--- config.mk ---
export PLATFORM = sky130hd
export DESIGN_NAME = mv_job_sched
export DESIGN_NICKNAME = d
export VERILOG_FILES = /design/src/rtl/mv_pkg.sv /design/src/rtl/mv_beat_cnt.sv /design/src/rtl/mv_job_sched.sv
export SDC_FILE = /design/constraint.sdc
export NUM_CORES = 1
export LEC_CHECK = 0
export ABC_AREA = 1
export CORE_MARGIN = 3
export CORE_UTILIZATION = 50
export CTS_CLUSTER_DIAMETER = 200
export DETAILED_ROUTE_END_ITERATION = 10
export MAX_ROUTING_LAYER = met4
export PLACE_DENSITY = 0.75
export SYNTH_ARGS = -nofsm -noshare
export SYNTH_HDL_FRONTEND = slang
export SYNTH_HIERARCHICAL = 1
export SYNTH_SLANG_ARGS = --single-unit
--- constraint.sdc ---
create_clock -name AXIS_ACLK -period 3.8 [get_ports AXIS_ACLK]
set_input_delay 1.14 -clock AXIS_ACLK [delete_from_list [all_inputs] [get_ports AXIS_ACLK]]
set_output_delay 1.14 -clock AXIS_ACLK [all_outputs]
set_load 0.01 [all_outputs]
--- src/rtl/mv_pkg.sv ---
// Shared definitions for the matrix-vector job sequencer: phase encoding,
// default beat counts per phase and the block-count width.
package mv_pkg;

    localparam int MAT_BEATS = 1024;  // 64-bit beats per matrix load (8 cores x 128 words)
    localparam int SRC_BEATS = 1024;  // input beats per source block
    localparam int DST_BEATS = 32;    // output beats per result block
    localparam int NUMW      = 16;    // width of the block-count configuration

    // Job phases, in the order a full job walks through them.
    typedef enum logic [2:0] {
        ST_IDLE  = 3'd0,
        ST_MATW  = 3'd1,
        ST_GAP   = 3'd2,
        ST_RUN   = 3'd3,
        ST_FLUSH = 3'd4
    } state_e;

endpackage

--- src/rtl/mv_beat_cnt.sv ---
// Modulo-N beat counter. The terminal value (N-1) is an input so one
// instance can serve phases with different beat counts. wrap pulses
// combinationally on the enabled beat that takes the count back to zero.
// clr has priority over en.
module mv_beat_cnt #(
    parameter int W = 10
) (
    input  logic         clk,
    input  logic         rst_n,
    input  logic         clr,
    input  logic         en,
    input  logic [W-1:0] last_val,
    output logic [W-1:0] cnt,
    output logic         wrap
);

    logic [W-1:0] cnt_q, cnt_d;

    // Next count: clear, wrap at the terminal value, or step on enable.
    always_comb begin
        wrap  = en && (cnt_q == last_val);
        cnt_d = cnt_q;
        if (clr) begin
            cnt_d = '0;
        end else if (en) begin
            cnt_d = wrap ? '0 : cnt_q + 1'b1;
        end
    end

    // Count register.
    always_ff @(posedge clk or negedge rst_n) begin
        if (!rst_n) begin
            cnt_q <= '0;
        end else begin
            cnt_q <= cnt_d;
        end
    end

    assign cnt = cnt_q;

endmodule

--- src/rtl/mv_job_sched.sv ---
// Job sequencer for the 8-core matrix-vector engine. One start pulse walks
// the engine through matrix load, a one-cycle pointer-settle gap, the run
// phase (NUM source blocks in, NUM result blocks out) and a flush cycle,
// driving matw/run/last and reporting done / done_sticky.
//
// Handshake: src_beat/dst_beat are already-qualified AXIS transfers
// (TVALID & TREADY); each high cycle is exactly one beat, and there is no
// back-pressure from this block. start/abort are single-cycle pulses;
// start is only accepted in IDLE and abort always wins over start.
module mv_job_sched
    import mv_pkg::*;
#(
    parameter int P_MAT_BEATS = MAT_BEATS,
    parameter int P_SRC_BEATS = SRC_BEATS,
    parameter int P_DST_BEATS = DST_BEATS
) (
    input  logic            AXIS_ACLK,
    input  logic            AXIS_ARESETN,
    input  logic            start,
    input  logic            abort,
    input  logic [NUMW-1:0] cfg_num,
    input  logic            cfg_skip_mat,
    input  logic            src_beat,
    input  logic            dst_beat,
    output logic            matw,
    output logic            run,
    output logic            last,
    output logic            busy,
    output logic            done,
    output logic            done_sticky,
    output logic [NUMW-1:0] blk_in_cnt,
    output logic [NUMW-1:0] blk_out_cnt,
    output logic [2:0]      state_dbg
);

    // The source counter is shared by matrix load and run, so it is sized
    // for the larger of the two phases.
    localparam int SRC_MAX = (P_MAT_BEATS > P_SRC_BEATS) ? P_MAT_BEATS : P_SRC_BEATS;
    localparam int SRC_CW  = $clog2(SRC_MAX);
    localparam int DST_CW  = $clog2(P_DST_BEATS);

    state_e          state_q, state_d;
    logic [NUMW-1:0] num_q, num_d;
    logic [NUMW-1:0] blk_in_q, blk_in_d;
    logic [NUMW-1:0] blk_out_q, blk_out_d;
    logic            last_q, last_d;
    logic            done_q, done_d;
    logic            sticky_q, sticky_d;

    logic              start_acc;
    logic              src_en, src_clr, src_wrap;
    logic              dst_en, dst_clr, dst_wrap;
    logic [SRC_CW-1:0] src_last, src_cnt;
    logic [DST_CW-1:0] dst_cnt;

    // Beat counter controls: counters only advance in the phase that owns
    // them, and restart on an accepted start and in the gap before RUN.
    always_comb begin
        start_acc = start && !abort && (state_q == ST_IDLE);
        src_en    = src_beat && !abort &&
                    ((state_q == ST_MATW) ||
                     ((state_q == ST_RUN) && (blk_in_q != num_q)));
        dst_en    = dst_beat && !abort && (state_q == ST_RUN);
        src_clr   = start_acc || (state_q == ST_GAP);
        dst_clr   = start_acc || (state_q == ST_GAP);
        src_last  = (state_q == ST_MATW) ? SRC_CW'(P_MAT_BEATS - 1)
                                         : SRC_CW'(P_SRC_BEATS - 1);
    end

    mv_beat_cnt #(.W(SRC_CW)) u_src_cnt (
        .clk      (AXIS_ACLK),
        .rst_n    (AXIS_ARESETN),
        .clr      (src_clr),
        .en       (src_en),
        .last_val (src_last),
        .cnt      (src_cnt),
        .wrap     (src_wrap)
    );

    mv_beat_cnt #(.W(DST_CW)) u_dst_cnt (
        .clk      (AXIS_ACLK),
        .rst_n    (AXIS_ARESETN),
        .clr      (dst_clr),
        .en       (dst_en),
        .last_val (DST_CW'(P_DST_BEATS - 1)),
        .cnt      (dst_cnt),
        .wrap     (dst_wrap)
    );

    // Phase sequencing, block counting and done/last generation.
    always_comb begin
        state_d   = state_q;
        num_d     = num_q;
        blk_in_d  = blk_in_q;
        blk_out_d = blk_out_q;
        last_d    = 1'b0;
        done_d    = 1'b0;
        sticky_d  = sticky_q;
        if (abort) begin
            // Block counts are left as-is so software can see how far it got.
            state_d  = ST_IDLE;
            sticky_d = 1'b0;
        end else begin
            case (state_q)
                ST_IDLE: begin
                    if (start) begin
                        num_d     = cfg_num;
                        blk_in_d  = '0;
                        blk_out_d = '0;
                        sticky_d  = 1'b0;
                        if (cfg_num == '0) begin
                            done_d   = 1'b1;
                            sticky_d = 1'b1;
                        end else if (cfg_skip_mat) begin
                            state_d = ST_GAP;
                        end else begin
                            state_d = ST_MATW;
                        end
                    end
                end
                ST_MATW: begin
                    if (src_wrap) begin
                        state_d = ST_GAP;
                    end
                end
                ST_GAP: begin
                    state_d = ST_RUN;
                end
                ST_RUN: begin
                    if (src_wrap) begin
                        blk_in_d = blk_in_q + 1'b1;
                    end
                    if (dst_wrap) begin
                        blk_out_d = blk_out_q + 1'b1;
                    end
                    if (blk_out_d == num_q) begin
                        state_d  = ST_FLUSH;
                        done_d   = 1'b1;
                        sticky_d = 1'b1;
                    end else begin
                        last_d = (blk_in_d == num_q);
                    end
                end
                default: begin
                    state_d = ST_IDLE;
                end
            endcase
        end
    end

    // Job state registers.
    always_ff @(posedge AXIS_ACLK or negedge AXIS_ARESETN) begin
        if (!AXIS_ARESETN) begin
            state_q   <= ST_IDLE;
            num_q     <= '0;
            blk_in_q  <= '0;
            blk_out_q <= '0;
            last_q    <= 1'b0;
            done_q    <= 1'b0;
            sticky_q  <= 1'b0;
        end else begin
            state_q   <= state_d;
            num_q     <= num_d;
            blk_in_q  <= blk_in_d;
            blk_out_q <= blk_out_d;
            last_q    <= last_d;
            done_q    <= done_d;
            sticky_q  <= sticky_d;
        end
    end

    // Engine controls decode straight from the registered phase.
    always_comb begin
        matw        = (state_q == ST_MATW);
        run         = (state_q == ST_RUN);
        busy        = (state_q != ST_IDLE);
        last        = last_q;
        done        = done_q;
        done_sticky = sticky_q;
        blk_in_cnt  = blk_in_q;
        blk_out_cnt = blk_out_q;
        state_dbg   = state_q;
    end

endmodule
==> impl_metrics.yaml, run 1 <==
timing:
  period_share_pct: 92.8
  slew_violations: 0
  period_minus_slack_ns: 3.53
  rsz0062_at_grt: "false"
  finClkSkew_ns: 0.0138
  worst_slew_pin_slew_ns: 0.897
  fmax_mhz: 284
  finalHoldViolations: 0
  setup_slack_ns: 0.274
  maxSlewHeadroom_pct: 40.2
  setup_viol_count_final: 0
die:
  initial_core_util_pct: 52.7
  die_area_mm2: 0.0112
  die_w_um: 106
  die_h_um: 106
  rows: 35
  core_mm2: 0.00946
  io_pins: 64
final_layout:
  antenna_cells: 0
  final-seq-area_mm2: 0.00173
  num-fill-cells: 844
  area_delta_synth_final_pct: 26.1
  num-nets-final: 879
  multi_input_area_mm2: 0.00297
  fin_cells: 985
  drive_gt1_share_pct: 13.6
synth:
  synth.avg_cell_area_um2: 6.93
  syn_area_mm2: 0.00499
  synth_seq_cells: 69
  async_reset_ff_share_pct: 100
  yosys_warnings: 6
  ys_seq_area_share_pct: 34.6
  synthesis.instances: 720
  synthFlopType: "dfrtp_1"
  synth_edf_count: 0
  ys_types: 46
global_route:
  gr-total-overflow: 0
  antenna_found_initial: 0
  grt_max_degree: 70
  grt_use_total_pct: 26.7
  grt_pass1_vias: 4976
  grt_pass1_wl_um: 23200
setup_path:
  arrival_ns: 3.81
  worst_path_max_delay_cell: "clkdlybuf4s50_1"
  cpMostUsedCell: "nor2_2"
  required_ns: 4.08
  critPathLaunchType: "primary input"
  critical_path_class: "in -> reg"
  path_cells: "clkdlybuf4s50_1, nor2_2, nand3_1, a31oi_2, o2111ai_1, nor2_1, nand2_1, nor2_2, nand2_1, nor2_2, nand2_2, nor2_2, nand3_1, nor3_2, xnor2_1, nand2_1, nor2_1, nand3_1, nor2_1"
  worst_setup_path_end_kind: "flip-flop"
  max_stage_delay_ns: 0.45
  worstPathMaxFanout: 3
routing:
  vias: 5124
  drtIter0Drc: 255
  vias_per_cell: 5.20
  post-route-drc-count: 0
  drtAntennaViolNets: 0
  drt-pass1-iter-count: 4
  wirelength_um: 13900
  wl_per_cell_um: 14.1
clock_network:
  cts_sinks: 69
  max-clock-path-buffers: 2
  cts_buffers: 9
  post_cts_buffers: 0
  cts_tree: "yes"
  insertion_delay_ns: 0.36
  clk_pin_slew_worst_paths_ns: 0.07
  cts-htree-levels: 3
  root_buffer: "clkbuf_8"
power_and_ir_drop:
  p_per_area_mw_per_mm2: 405
  p_leak_uw: 0.00314
  ir_worst_vdd_uv: 247
min_path:
  hold_class: "reg -> reg"
place:
  gp_congestion: 0.968
  pre_cts_slack_ns: -0.137
  dp.cells: 970
  dp.final_hpwl_um: 10600
  portBuffers: 63
run_status:
  status: "finished, final reports clean"
job:
  cap_violations: 0
-- what timing repair did --
item / CTS / global route
hold buffers: 0 / 0
endpoints found under the hold margin: 0 / 0
endpoints found under the setup margin: 0 / 1
resized for setup: 0 / 4
-- flip-flops by register name, summed over array words and instances (netlist names) --
signal / flops
blk_in_cnt: 16
done: 1
blk_out_cnt: 16
num_q: 16
u_src_cnt/cnt: 10
u_dst_cnt/cnt: 5
state_dbg: 3
last: 1
done_sticky: 1
-- path summary, 6_finish.rpt --
| check | from | endpoint | slack [ns] | cells after the start |
|---|---|---|---|---|
| max | abort | last | 0.27 | 19 |
| min | u_dst_cnt/cnt[4] | u_dst_cnt/cnt[4] | 0.51 | 2 |
| max reg2reg | blk_in_cnt[2] | last | 0.64 | 16 |
| min reg2reg | u_dst_cnt/cnt[4] | u_dst_cnt/cnt[4] | 0.51 | 2 |
| max in group asynchronous | AXIS_ARESETN | u_dst_cnt/cnt[4] | 2.22 | 2 |
| min in group asynchronous | AXIS_ARESETN | blk_out_cnt[5] | 0.98 | 2 |
-- metal layers --
layer	part of all wire [%]	vias up	wire length, um	track usage, %
met5	0	-	0	-
met4	2.7	0	369	10.2
met3	5.8	34	806	6.18
met2	46	156	6400	41.7
met1	45	2414	6280	33.8
li1	-	2520	-	-
-- cells in the final DEF, fill, tap and decap left out, drive strengths merged --
cell,instances
a21oi,12
nand4,17
ha,4
o32ai,1
buf,39
dfrtp,69
nand3,57
xor2,38
clkbuf,13
nor3b,1
o22ai,8
inv,97
a2111oi,1
nor4,8
nand3b,8
and2,1
a211oi,1
clkinv,3
or2,2
and3,4
o31ai,1
a31oi,2
xnor2,10
conb,36
nor2,74
a22oi,1
clkdlybuf4s50,62
nand2,238
o21ai,30
nor3,16
o2111ai,1
o211ai,1
-- per-stage QoR --
| stage | setup TNS [ns] | power, uW | instance area, um2 | utilization [%] | hold slack, ns |
|---|---|---|---|---|---|
| finish | 0 | 2550 | 6290 | 66.5 | 0.508 |
| CTS | 0 | 2540 | 6270 | 66.3 | 0.512 |
| global placement | -0.0858 | 1980 | 6110 | 64.6 | 0.492 |
| floorplan | 0 | 1660 | 5120 | - | 0.471 |
| global route | 0 | 2730 | 6290 | 66.5 | 0.537 |
| detailed placement | -0.179 | 2000 | 6110 | 64.6 | 0.493 |
-- power breakdown --
part | leakage (uW) | switching [uW] | internal [uW]
logic | 0.00212 | 640 | 395
clock network | 0.0000833 | 280 | 250
registers | 0.000936 | 146 | 840
-- worst max-delay path, delay by kind of cell --
| family | cells | cell delay (ns) |
|---|---|---|
| AND/OR/NAND/NOR | 15 | 1.71 |
| buffers and inverters | 1 | 0.45 |
| XOR/XNOR | 1 | 0.15 |
| AO/OA/AOI/OAI | 2 | 0.34 |
-- cells by family (layout without fill, tap and decap cells) --
group	count (synthesis)	in the layout	share of synthesized area (%)
xor+xnor	48	48	8.43
other cells	1	36	0.0752
simple gates	426	426	40.3
fa+ha+maj	4	4	1.00
compound gates	59	59	6.67
flops	69	69	34.6
buf+inv	113	214	8.91
-- layout make-up --
type | instances | share of cell area, %
multi-input combinational | 573 | 47.1
sequential | 69 | 27.4
timing repair buffer | 101 | 14.5
inverter | 98 | 5.85
tap | 129 | 2.57
clock buffer | 13 | 2.37
clock inverter | 2 | 0.159
-- synthesized netlist by cell type, types with 2 or more instances --
master / instances / share of area, %
buf_2: 7 / 0.70
nor3_2: 4 / 0.80
and3_1: 4 / 0.50
a31oi_1: 2 / 0.25
nor2_4: 3 / 0.68
a21oi_1: 11 / 1.1
o22ai_1: 8 / 1.0
nand3b_1: 8 / 1.2
o21ai_0: 27 / 2.7
xnor2_1: 10 / 1.8
nand3_2: 6 / 1.2
nor2_1: 50 / 3.8
dfrtp_1: 69 / 35
nand2_2: 9 / 1.1
nor2_2: 20 / 2.5
o21ai_1: 3 / 0.30
nand3_1: 51 / 5.1
nor3_1: 11 / 1.1
nand2_1: 225 / 17
inv_1: 87 / 6.5
nand4_1: 17 / 2.1
xor2_1: 38 / 6.7
inv_2: 10 / 0.75
nor4_1: 8 / 1.0
nand2_4: 4 / 0.90
clkbuf_1: 5 / 0.38
ha_1: 4 / 1.0
Power figures use the tool's default switching activity.
==> run 2: changes to the inputs <==
==> constraint.sdc (replaced) <==
create_clock -name AXIS_ACLK -period 3.8 [get_ports AXIS_ACLK]
set_input_delay 1.14 -clock AXIS_ACLK [delete_from_list [all_inputs] [get_ports AXIS_ACLK]]
set_output_delay 1.14 -clock AXIS_ACLK [all_outputs]
set_load 0.1 [all_outputs]
==> impl_metrics.yaml, run 2 (synthesis gave the netlist of run 1 again) <==
run_status:
  status: "finished, final reports clean"
routing:
  vias: 5054
  wirelength_um: 13600
  post-route-drc-count: 0
  drt-pass1-iter-count: 5
  drtIter0Drc: 245
  drtAntennaViolNets: 0
  wl_per_cell_um: 13.8
  vias_per_cell: 5.13
clock_network:
  cts-htree-levels: 3
  clk_pin_slew_worst_paths_ns: 0.08
  root_buffer: "clkbuf_8"
  cts_buffers: 9
  insertion_delay_ns: 0.36
  post_cts_buffers: 0
  cts_sinks: 69
  max-clock-path-buffers: 2
  cts_tree: "yes"
power_and_ir_drop:
  p_total_uw: 2860
  ir_worst_vdd_uv: 320
  p_leak_uw: 0.00324
  p_per_area_mw_per_mm2: 458
final_layout:
  final_cell_mix: "nand2_1 (225), inv_1 (86), buf_4 (78)"
  fin_cells: 985
  final_util_pct: 66.0
  drive_gt1_share_pct: 18.3
  antenna_cells: 0
  final_common_cell: "nand2_1"
  num-nets-final: 879
  area_delta_synth_final_pct: 25.1
place:
  pre_cts_slack_ns: -0.0669
  gp_congestion: 0.954
  dp.final_hpwl_um: 10500
  portBuffers: 63
  dp.cells: 970
timing:
  rsz0062_at_grt: "false"
  finClkSkew_ns: 0.0113
  period_minus_slack_ns: 3.53
  holdWs_ns: 0.505
  period_share_pct: 93.0
  finalHoldViolations: 0
  setup_viol_count_final: 0
  setup_slack_ns: 0.266
  maxSlewHeadroom_pct: 47.4
  worst_slew_pin_slew_ns: 0.782
  fmax_mhz: 283
  slew_violations: 0
global_route:
  gr-total-overflow: 0
  grt_pass1_wl_um: 22900
  antenna_found_initial: 0
  grt_pass1_vias: 4721
  grt_max_degree: 70
  grt_use_total_pct: 26.1
setup_path:
  arrival_ns: 3.83
  worstPathMaxFanout: 3
  reg2reg_from: "blk_in_cnt[2]"
  r2r_slack_ns: 0.64
  critical_path_class: "in -> reg"
  r2r_end: "last"
  critPathLaunchType: "primary input"
  ff2ff_path_depth: 16
  worst_setup_path_end_kind: "flip-flop"
  required_ns: 4.09
die:
  initial_core_util_pct: 52.7
  die_area_mm2: 0.0112
  core_mm2: 0.00946
  die_w_um: 106
  rows: 35
  io_pins: 64
  die_h_um: 106
min_path:
  hold_class: "reg -> reg"
  worstHoldStart: "u_dst_cnt/cnt[4]"
  min_to: "u_dst_cnt/cnt[4]"
  min_path_cells: 2
job:
  cap_violations: 0
[run 2: worst max path at each step]
| stage | startpoint | endpoint | cells after the start |
|---|---|---|---|
| floorplan | state_dbg[2] | done_sticky | 21 |
| global placement | abort | last | 15 |
| detailed placement | abort | last | 19 |
| CTS | abort | last | 19 |
| global route | abort | state_dbg[0] | 21 |
| finish | abort | last | 19 |
[run 2: critical path: stages]
cell and delay [ns]:
clkdlybuf4s50_1 0.45, nor2_1 0.14, nand3_1 0.10, a31oi_1 0.20
o2111ai_1 0.14, nor2_1 0.10, nand2_1 0.05, nor2_1 0.16
nand2_1 0.12, nor2_2 0.14, nand2_2 0.10, nor2_2 0.12
nand3_1 0.14, nor3_2 0.21, xnor2_1 0.14, nand2_1 0.09
nor2_1 0.11, nand3_1 0.08, nor2_1 0.10
[run 2: metal layers]
layer | global-route usage, % | vias to the layer above | wire length, um
li1 | - | 2515 | -
met1 | 34.1 | 2361 | 6180
met2 | 41.7 | 157 | 6390
met3 | 5.02 | 21 | 777
met4 | 7.12 | 0 | 259
met5 | - | - | 0
[run 2: area by class of cell]
class                   instances  area (um2)
fillers                       871        3220
clock buffers                  14         173
well taps                     129         161
repair buffers                101         821
multi-input cells             573        2960
flip-flops and latches         69        1730
clock inverters                 1        30.0
inverters                      98         368
[run 2: metrics by stage]
stage | setup TNS (ns) | area [um2]
6_report | 0 | 6240
2_1_floorplan | 0 | 5130
4_1_cts | 0 | 6230
3_5_place_dp | -0.126 | 6030
5_1_grt | 0 | 6240
3_3_place_gp | -0.0836 | 6030
[run 2: timing repair]
item                       CTS  global route
resized for setup            0             2
hold buffers                 0             0
hold endpoints to repair     0             0
setup endpoints to repair    0             2
[run 2: power breakdown]
group | switching (uW) | internal [uW] | leakage (uW)
Sequential | 145 | 842 | 0.000933
Combinational | 851 | 384 | 0.00220
Clock | 283 | 355 | 0.000103
==> edit 1: new RTL, settings of run 1 <==
Register the inputs `start`, `abort`, `cfg_num`, `cfg_skip_mat`, `src_beat` and `dst_beat` before use, with the module's reset. The logic sees them one clock later. Comments in the files are not updated.
--- a/src/rtl/mv_job_sched.sv
+++ b/src/rtl/mv_job_sched.sv
@@ -41,2 +41,27 @@
 
+    logic start_q;
+    logic abort_q;
+    logic [NUMW-1:0] cfg_num_q;
+    logic cfg_skip_mat_q;
+    logic src_beat_q;
+    logic dst_beat_q;
+
+    always_ff @(posedge AXIS_ACLK or negedge AXIS_ARESETN) begin
+        if (!AXIS_ARESETN) begin
+            start_q        <= '0;
+            abort_q        <= '0;
+            cfg_num_q      <= '0;
+            cfg_skip_mat_q <= '0;
+            src_beat_q     <= '0;
+            dst_beat_q     <= '0;
+        end else begin
+            start_q        <= start;
+            abort_q        <= abort;
+            cfg_num_q      <= cfg_num;
+            cfg_skip_mat_q <= cfg_skip_mat;
+            src_beat_q     <= src_beat;
+            dst_beat_q     <= dst_beat;
+        end
+    end
+
     state_e          state_q, state_d;
@@ -58,7 +83,7 @@
     always_comb begin
-        start_acc = start && !abort && (state_q == ST_IDLE);
-        src_en    = src_beat && !abort &&
+        start_acc = start_q && !abort_q && (state_q == ST_IDLE);
+        src_en    = src_beat_q && !abort_q &&
                     ((state_q == ST_MATW) ||
                      ((state_q == ST_RUN) && (blk_in_q != num_q)));
-        dst_en    = dst_beat && !abort && (state_q == ST_RUN);
+        dst_en    = dst_beat_q && !abort_q && (state_q == ST_RUN);
         src_clr   = start_acc || (state_q == ST_GAP);
@@ -98,3 +123,3 @@
         sticky_d  = sticky_q;
-        if (abort) begin
+        if (abort_q) begin
             // Block counts are left as-is so software can see how far it got.
@@ -105,4 +130,4 @@
                 ST_IDLE: begin
-                    if (start) begin
-                        num_d     = cfg_num;
+                    if (start_q) begin
+                        num_d     = cfg_num_q;
                         blk_in_d  = '0;
@@ -110,6 +135,6 @@
                         sticky_d  = 1'b0;
-                        if (cfg_num == '0) begin
+                        if (cfg_num_q == '0) begin
                             done_d   = 1'b1;
                             sticky_d = 1'b1;
-                        end else if (cfg_skip_mat) begin
+                        end else if (cfg_skip_mat_q) begin
                             state_d = ST_GAP;
Behaviour: not the same (a bounded check fails within 4 cycles, from zero or initial values and one cycle with AXIS_ARESETN low).
==> edit 1 against run 1 <==
Routed wire length is 4.0% higher; sequential cell count grew 21; final area increased by 5.8%; clock skew down 0.0024 ns; core utilization shrank 3.4 points; worst setup slack improved by 0.15 ns; critical path depth is 4 higher; global-route usage down 2.3 points; total power increased by 16%; worst hold slack lost 0.021 ns; highest routed layer unchanged; synthesized area is 11% higher.
==> edit 1: results <==
[placement]
place_congestion = 0.981
place_ws_ns = 0.452
post-dp-hpwl_um = 11000
placed_area_um2 = 6460

[synth]
synth_adder_area_share_pct = 0.905
synth.area.top_cells = dfrtp_1, nand2_1, inv_1, xor2_1, nand3_1
ys_seq_area_share_pct = 40.7
synth.top_cells.by_count = nand2_1, inv_1, dfrtp_1

[worst_setup_path]
crit_fanout = 8
rrSetupSlack_ns = 0.42
endpoint = done_sticky$_DFFE_PN0P_
critPathLaunch = state_dbg[1]$_DFFE_PN0P_
crit_arrival_ns = 3.65
crit_path_max_incr_delay_ns = 0.48
r2r_cells = 23

[min_path]
holdPathEnd = num_q[2]$_DFFE_PN0P_
min_from = cfg_num_q[2]$_DFF_PN0_

[sta]
fin_crit_ns = 3.38
clock_skew_ns = 0.0114

[layout]
nets = 869
fill_cells = 914
layout-drive-gt1-share_pct = 9.92

[global_routing]
grt_max_degree = 45
grt_pass1_wl_um = 23700
grt_usage_pct = 24.3
grt_pass1_vias = 5029

[routing]
routedWlPerCell_um = 14.7
firstDrtPassIters = 5
viasPerCell = 5.21

[power]
pwr-share-clk_pct = 23.0
p_leak_nw = 3.35
p_clk_w = 0.000676
vdd_drop_max_mv = 0.270
swShare_pct = 38.8

[outcome]
status = finished, final reports clean
## edit 1: cell count changes in the layout (fill, tap and decap cells not counted), moves of 7 or more
cell,delta
dfrtp_1,+21
buf_4,-30
o21ai_0,+7
nand2_1,-10
nand3_1,-7
inv_1,+15
xor2_1,-12
## edit 1: routing by layer
| metal | part of all wire (%) | GRT usage (%) |
|---|---|---|
| met1 | 41 | 28.8 |
| met2 | 50 | 41.3 |
| met3 | 5.8 | 4.91 |
| met4 | 2.6 | 8.76 |
| met5 | 0 | - |
## edit 1: worst max-delay path: cells and delay by family, from the launching register on
| family | cells | cell delay (ns) |
|---|---|---|
| buf+inv | 2 | 0.31 |
| flops | 1 | 0.48 |
| simple gates | 21 | 2.47 |
## edit 1: kinds of logic (layout without fill, tap and decap cells)
| kind of cell | Yosys count | count (layout) |
|---|---|---|
| buffers and inverters | 121 | 196 |
| other | 1 | 36 |
| flip-flops | 90 | 90 |
| AND/OR/NAND/NOR | 403 | 403 |
| adder cells (fa/ha/maj) | 4 | 4 |
| XOR/XNOR | 40 | 40 |
| AO/OA/AOI/OAI | 78 | 78 |
## edit 1: cell type report
| cell class | instances | share of cell area, % |
|---|---|---|
| well taps | 136 | 2.56 |
| multi-input cells | 561 | 44.2 |
| flip-flops and latches | 90 | 33.8 |
| repair buffers | 70 | 10.2 |
| clock buffers | 14 | 2.44 |
| clock inverters | 2 | 0.526 |
| inverters | 110 | 6.20 |
## edit 1: per-stage QoR
| step | util (%) | hold slack (ns) | std cells |
|---|---|---|---|
| 6_report | 63.1 | 0.487 | 983 |
| 3_5_place_dp | 61.2 | 0.469 | 967 |
| 3_3_place_gp | 61.2 | 0.456 | 967 |
| 5_1_grt | 63.1 | 0.505 | 983 |
| 4_1_cts | 63.1 | 0.485 | 983 |
| 2_1_floorplan | - | 0.443 | 772 |
==> edit 2: new RTL, settings of run 1 <==
Without the edit above. The package constant `DST_BEATS` goes from 32 to 64.
--- a/src/rtl/mv_pkg.sv
+++ b/src/rtl/mv_pkg.sv
@@ -6,3 +6,3 @@
     localparam int SRC_BEATS = 1024;  // input beats per source block
-    localparam int DST_BEATS = 32;    // output beats per result block
+    localparam int DST_BEATS = 64;    // output beats per result block
     localparam int NUMW      = 16;    // width of the block-count configuration
Check against the original RTL: no difference found for any inputs over 10 cycles, from zero or initial values and one cycle with AXIS_ARESETN low; that may be too few to reach the edited logic, so the function may still have changed.
==> edit 2 against run 1 <==
Total power grew 10%; largest power group unchanged; critical path depth grew 3; sequential cell count increased by 1; routed wire length is 2.9% higher; clock power rose by 35%; global-route usage down 0.44 points; die area rose by 1.7%; count of clock-buffer cells in the layout fell by 2; final area grew 5.2%; largest cell class unchanged; critical path type unchanged; critical endpoint is now state_dbg[0]$_DFFE_PN0P_; worst setup slack better by 0.11 ns; synthesized area is 1.8% higher; clock skew fell by 0.0013 ns.
==> edit 2: results <==
[outcome]
status = finished, final reports clean

[global_routing]
use_met2_pct = 42.9
grt_use_met3_pct = 3.97
grt_usage_pct = 26.2
grtUsageMet1_pct = 32.8
grt_pass1_vias = 5069
grt_max_degree = 71
grt_pass1_wl_um = 23500

[worst_setup_path]
critPathLaunch = dst_beat
crit_arrival_ns = 3.68
worst_r2r_endpoint = last$_DFF_PN0_
crit_fanout = 6
endpoint = state_dbg[0]$_DFFE_PN0P_
rrSetupSlack_ns = 0.46

[routing]
firstDrtPassIters = 5
routedWlPerCell_um = 13.9
drt-total-wl_um = 14300
viasPerCell = 5.12
drt_iter0_drc = 282

[sta]
clock_skew_ns = 0.0125
fin_ws_ns = 0.381
worst_pin_slew_ns = 0.935

[synth]
synth_cell_types = 47
synth.top_cells.by_count = nand2_1, inv_1, dfrtp_1
synth.area.top_cells = dfrtp_1, nand2_1, inv_1, xor2_1, nand3_1
ys.flop_type = dfrtp_1
syn-mean-instance-area_um2 = 6.85
synthArstFlopShare_pct = 100
yosysTopAreaCellShare_pct = 34.5
ys_seq_area_share_pct = 34.5

[placement]
place_congestion = 0.939
place_inst = 1001
post-dp-hpwl_um = 10800
place_ws_ns = -0.285
placed_area_um2 = 6250
io_buffer_count = 63

[power]
p_leak_nw = 3.31
vdd_drop_max_mv = 0.244

[layout]
nets = 912
layout-drive-gt1-share_pct = 15.4
antenna_cells = 0

[min_path]
hp-class = reg -> reg
edit 2: layout make-up:
cell class | count | area, um2
clock buffers | 11 | 151
clock inverters | 5 | 81.3
fillers | 878 | 3200
inverters | 103 | 387
multi-input cells | 590 | 3090
flip-flops and latches | 70 | 1750
well taps | 133 | 166
repair buffers | 111 | 988
edit 2: worst min path at each step:
stage,slack [ns],from,cells after the start,to
floorplan,0.50,num_q[11]$_DFFE_PN0P_,2,num_q[11]$_DFFE_PN0P_
global placement,0.49,done_sticky$_DFFE_PN0P_,2,done_sticky$_DFFE_PN0P_
detailed placement,0.50,done_sticky$_DFFE_PN0P_,2,done_sticky$_DFFE_PN0P_
CTS,0.52,done_sticky$_DFFE_PN0P_,2,done_sticky$_DFFE_PN0P_
global route,0.58,done_sticky$_DFFE_PN0P_,2,done_sticky$_DFFE_PN0P_
finish,0.53,done_sticky$_DFFE_PN0P_,2,done_sticky$_DFFE_PN0P_
edit 2: repair_timing:
action,4_1_cts,5_1_grt
setup buffers,0,6
endpoints found under the setup margin,0,6
resized for setup,0,21
edit 2: worst min-delay path: stages, from the launching register on:
cell     delay [ns]
dfrtp_1        0.38
nand2_1        0.07
nand2_1        0.05
edit 2: kinds of logic after synthesis:
family / after synthesis / share of synthesized area, %
xor gates and xnor gates: 47 / 8.11
DFF: 70 / 34.5
other: 1 / 0.0739
buffers and inverters: 118 / 9.12
and+or+nand+nor: 439 / 40.3
adders and majority gates: 4 / 0.986
AOI/OAI and AO/OA: 62 / 6.93
edit 2: layer usage:
layer	vias to the layer above	wire length [um]
li1	2592	-
met1	2438	6080
met2	179	6960
met3	31	813
met4	0	409
met5	-	0
edit 2: power by group:
group          switching, W  internal, W
logic              0.000659     0.000423
registers          0.000158     0.000850
clock network      0.000308     0.000405
total               0.00113      0.00168
